**src/rtl/board_io_debouncer.sv**
```systemverilog
// Board button/switch conditioner: synchroniser, polarity fix, stable-count debounce, edges, sticky pending, irq.
// Latency SYNC_STAGES+STABLE_CYCLES edges raw->level_o; irq_o one cycle after pend_o; no backpressure (inputs always sampled).
module board_io_debouncer #(
  parameter int              NUM_CH        = 5,
  parameter int              SYNC_STAGES   = 2,
  parameter int              STABLE_CYCLES = 65536,
  parameter logic [NUM_CH-1:0] INV_MASK    = '0,
  parameter logic [NUM_CH-1:0] RISE_EN     = '1,
  parameter logic [NUM_CH-1:0] FALL_EN     = '0
) (
  input  logic              ref_clk,
  input  logic              pad_reset_n,
  input  logic [NUM_CH-1:0] raw_i,
  input  logic [NUM_CH-1:0] irq_en_i,
  input  logic [NUM_CH-1:0] clr_i,
  output logic [NUM_CH-1:0] level_o,
  output logic [NUM_CH-1:0] rise_o,
  output logic [NUM_CH-1:0] fall_o,
  output logic [NUM_CH-1:0] pend_o,
  output logic              irq_o
);

  localparam int CW = $clog2(STABLE_CYCLES) + 1;
  localparam logic [CW-1:0] CNT_MAX = CW'(STABLE_CYCLES - 1);

  logic [SYNC_STAGES-1:0][NUM_CH-1:0] sync_q, sync_d;
  logic [NUM_CH-1:0][CW-1:0]          cnt_q, cnt_d;
  logic [NUM_CH-1:0]                  level_q, level_d;
  logic [NUM_CH-1:0]                  rise_q, rise_d;
  logic [NUM_CH-1:0]                  fall_q, fall_d;
  logic [NUM_CH-1:0]                  pend_q, pend_d;
  logic                               irq_q, irq_d;
  logic [NUM_CH-1:0]                  sq;
  logic [NUM_CH-1:0]                  ev;

  assign sq = sync_q[SYNC_STAGES-1] ^ INV_MASK;

  always_comb begin
    sync_d[0] = raw_i;
    for (int k = 1; k < SYNC_STAGES; k++) begin
      sync_d[k] = sync_q[k-1];
    end
  end

  // A new value is accepted only after persisting for STABLE_CYCLES consecutive cycles.
  always_comb begin
    cnt_d   = '0;
    level_d = level_q;
    rise_d  = '0;
    fall_d  = '0;
    for (int i = 0; i < NUM_CH; i++) begin
      if (sq[i] != level_q[i]) begin
        if (cnt_q[i] == CNT_MAX) begin
          level_d[i] = sq[i];
          rise_d[i]  = sq[i];
          fall_d[i]  = ~sq[i];
        end else begin
          cnt_d[i] = cnt_q[i] + CW'(1);
        end
      end
    end
  end

  // Event set takes priority over a simultaneous clear.
  assign ev = (rise_d & RISE_EN) | (fall_d & FALL_EN);

  always_comb begin
    pend_d = ev | (pend_q & ~clr_i);
    irq_d  = |(pend_q & irq_en_i);
  end

  always_ff @(posedge ref_clk) begin
    if (!pad_reset_n) begin
      for (int k = 0; k < SYNC_STAGES; k++) begin
        sync_q[k] <= INV_MASK;
      end
      cnt_q   <= '0;
      level_q <= '0;
      rise_q  <= '0;
      fall_q  <= '0;
      pend_q  <= '0;
      irq_q   <= 1'b0;
    end else begin
      sync_q  <= sync_d;
      cnt_q   <= cnt_d;
      level_q <= level_d;
      rise_q  <= rise_d;
      fall_q  <= fall_d;
      pend_q  <= pend_d;
      irq_q   <= irq_d;
    end
  end

  assign level_o = level_q;
  assign rise_o  = rise_q;
  assign fall_o  = fall_q;
  assign pend_o  = pend_q;
  assign irq_o   = irq_q;

endmodule

```
**config.mk**
```make
export PLATFORM = sky130hd
export DESIGN_NAME = board_io_debouncer
export DESIGN_NICKNAME = d
export VERILOG_FILES = /design/src/rtl/board_io_debouncer.sv
export SDC_FILE = /design/constraint.sdc
export NUM_CORES = 1
export LEC_CHECK = 0
export ABC_AREA = 1
export BUFFER_PORTS_ARGS = -buffer_cell sky130_fd_sc_hd__clkbuf_2
export CORE_MARGIN = 4
export CORE_UTILIZATION = 60
export CTS_BUF_LIST = sky130_fd_sc_hd__clkbuf_16
export DETAILED_ROUTE_END_ITERATION = 16
export PLACE_DENSITY_LB_ADDON = 0.15
export SLEW_MARGIN = 20
export SYNTH_ARGS = -nofsm -noshare
export SYNTH_HDL_FRONTEND = slang
export SYNTH_SLANG_ARGS = --single-unit
export TNS_END_PERCENT = 10
```
**constraint.sdc**
```tcl
create_clock -name ref_clk -period 3.6 [get_ports ref_clk]
set_input_delay 0.72 -clock ref_clk [delete_from_list [all_inputs] [get_ports ref_clk]]
set_output_delay 0.72 -clock ref_clk [all_outputs]
set_load 0.02 [all_outputs]
```
==> summary.txt <==
outcome: finished, final reports clean
Post-CTS Resized: 0
final instance area: 6030 µm²
f_max: 0.414 GHz
Ports: 38
initial core utilization: 0.624
DRC: 0
Cells after Synth: 742
most frequent cell after synthesis: nand2_1
number of max-cap violations: 0
Post-CTS Setup Repair Bufs: 0
Final Cycle Share: 0.671
Max IR drop VDD: 0.355 mV
die area: 10,200 µm²
RSZ-0062 raised after global routing: false
Die Ht: 101 µm
clock-pin slew on the worst setup and hold paths: 0.05 ns
initial antenna violation count: 0
nets: 817
largest net degree at the start of global routing: 26
Synth async-reset ratio: 0
Clock Path Buffers: 2
core region area: 8340 µm²
Synth area leader: dfxtp_1
Routed Antenna Nets: 0
CTS Sinks: 116
Post-synth top cells: nand2_1, nor2_1, dfxtp_1
startpoint types: flip-flop
row cnt: 33
routed vias: 4,560
Top FF cell, synth: dfxtp_1
final setup fails: 0
drt pass-1 iters: 5
minimum clock period: 2.41 ns
Slew Limit Headroom: 0.609
area grow syn2layout: 15.9%
crit path kind: reg -> reg
H-tree Lvls: 4
#FFs+latches synth: 116
post-synth top area share: 0.446
Area after DPL: 5480 µm²
Final Max Slew Viols: 0
total track usage: 0.223
Final Hold Vio Count: 0
Unique masters post-synth: 29
Hold Buf Count CTS: 0
Mapped Area: 5200 µm²
width of the die: 101 µm
vias per inst: 5.02
post-DP HPWL: 7.47 mm
vias in the first global route: 4,403
per-cell routed wire length: 11.6 µm
detailed router's first-iteration violation count: 185
CP Capture Type: flip-flop
first-pass GRT wire length: 18.4 mm
synth warn: 0
Sum Neg Setup Slack: 0 ns
sequential-to-total area share from yosys stat: 0.446
Worst EP arrival: 2.71 ns
syn_nets: 769
CP max FO: 13
Clock Skews: 0.00806 ns
share of layout cells above drive strength 1: 0.121
Leakage: 0.00239 µW
EDFF count, synth: 0
routability cong.: 0.880
TritonCTS buffer count: 17
power per cell area: 480 nW/µm²
largest cells by area after synthesis: dfxtp_1, nand2_1, nor2_1, inv_1, nand3_1
WP data required: 3.90 ns
worst-skew pair later-pin latency: 0.41 ns
Congestion Overflow GR: 0
buffers added on ports: 37
root buf cell: clkbuf_16
ant diodes: 0
worst-margin pin slew: 0.585 ns
CTS tree: built
routed wire length: 10.5 mm
Hold WC Path Type: reg -> reg
syn avg cell area: 7.01 µm²
layout by cell type (no fill, tap or decap), drive strengths merged:
cell	count
ha	10
or2	7
o21bai	16
clkinvlp	1
nor2	157
nor2b	5
nor3	4
clkinv	10
xor2	8
nand3	42
dfxtp	116
o21ai	5
xnor2	4
nor3b	4
nand2	200
bufinv	2
nand3b	1
a21oi	32
buf	1
a31oi	2
inv	105
clkbuf	54
nand4	17
critical path, cell delays in order, from the launching register on:
cell,delay (ns)
dfxtp_1,0.38
ha_1,0.23
nand3_2,0.14
inv_1,0.08
nand2_1,0.09
nor2_1,0.11
nand2_1,0.07
nor2_1,0.10
ha_1,0.24
inv_1,0.06
nand4_1,0.40
inv_1,0.22
nand2_1,0.13
nor2_1,0.05
path summary, 6_finish.rpt:
kind | from | endpoint | slack (ns) | cells after the start
worst max-delay path | cnt_q[51] | cnt_q[64] | 1.19 | 13
worst min register to register | sync_d[9] | sq[4] | 0.42 | 2
worst min-delay path | sync_d[9] | sq[4] | 0.42 | 2
worst max register to register | cnt_q[51] | cnt_q[64] | 1.19 | 13
final cells by class:
cell class,instances,area [µm²]
Sequential cell,116,2320
Clock buffer,17,425
Inverter,103,387
Fill cell,670,2310
Clock inverter,15,124
Multi-Input combinational cell,514,2450
Tap cell,105,131
Timing Repair Buffer,38,193
flip-flops by register name (all words and copies together), names as in the netlist:
signal and cells:
fall_o 5, level_o 5, rise_o 5, sync_d 5
pend_o 5, cnt_q 85, irq_o 1, sq 5
where the power goes:
group | internal [µW] | switching [µW]
Sequential | 1290 | 4.00
Clock | 995 | 565
Combinational | 13.3 | 25.1
Total | 2300 | 594
metrics by stage:
step	cells	power (µW)	hold WS [ns]	worst slack (ns)	util
3_5_place_dp	876	1360	0.412	1.21	0.657
2_1_floorplan	742	1350	0.390	1.81	-
5_1_grt	908	2980	0.454	0.878	0.723
6_report	908	2890	0.421	1.19	0.723
4_1_cts	908	2920	0.423	1.19	0.723
3_3_place_gp	876	1360	0.396	1.31	0.657
cells by family (layout without fill, tap and decap cells):
kind of cell,after synthesis,after routing,share of synthesized area
DFF,116,116,0.446
buffers and inverters,112,173,0.0827
and+or+nand+nor,437,437,0.364
adders and majority gates,10,10,0.0241
xor gates and xnor gates,12,12,0.0202
AOI/OAI and AO/OA,55,55,0.0625
routing by layer:
metal	share of wire	track usage	vias up	wire length, µm
met2	0.49	0.382	97	5150
met1	0.44	0.262	2044	4640
met3	0.054	0.0699	20	567
met4	0.017	0.0838	0	175
li1	-	-	2399	-
met5	0	0	-	0
Note: power is estimated with default switching activity, not from simulation.
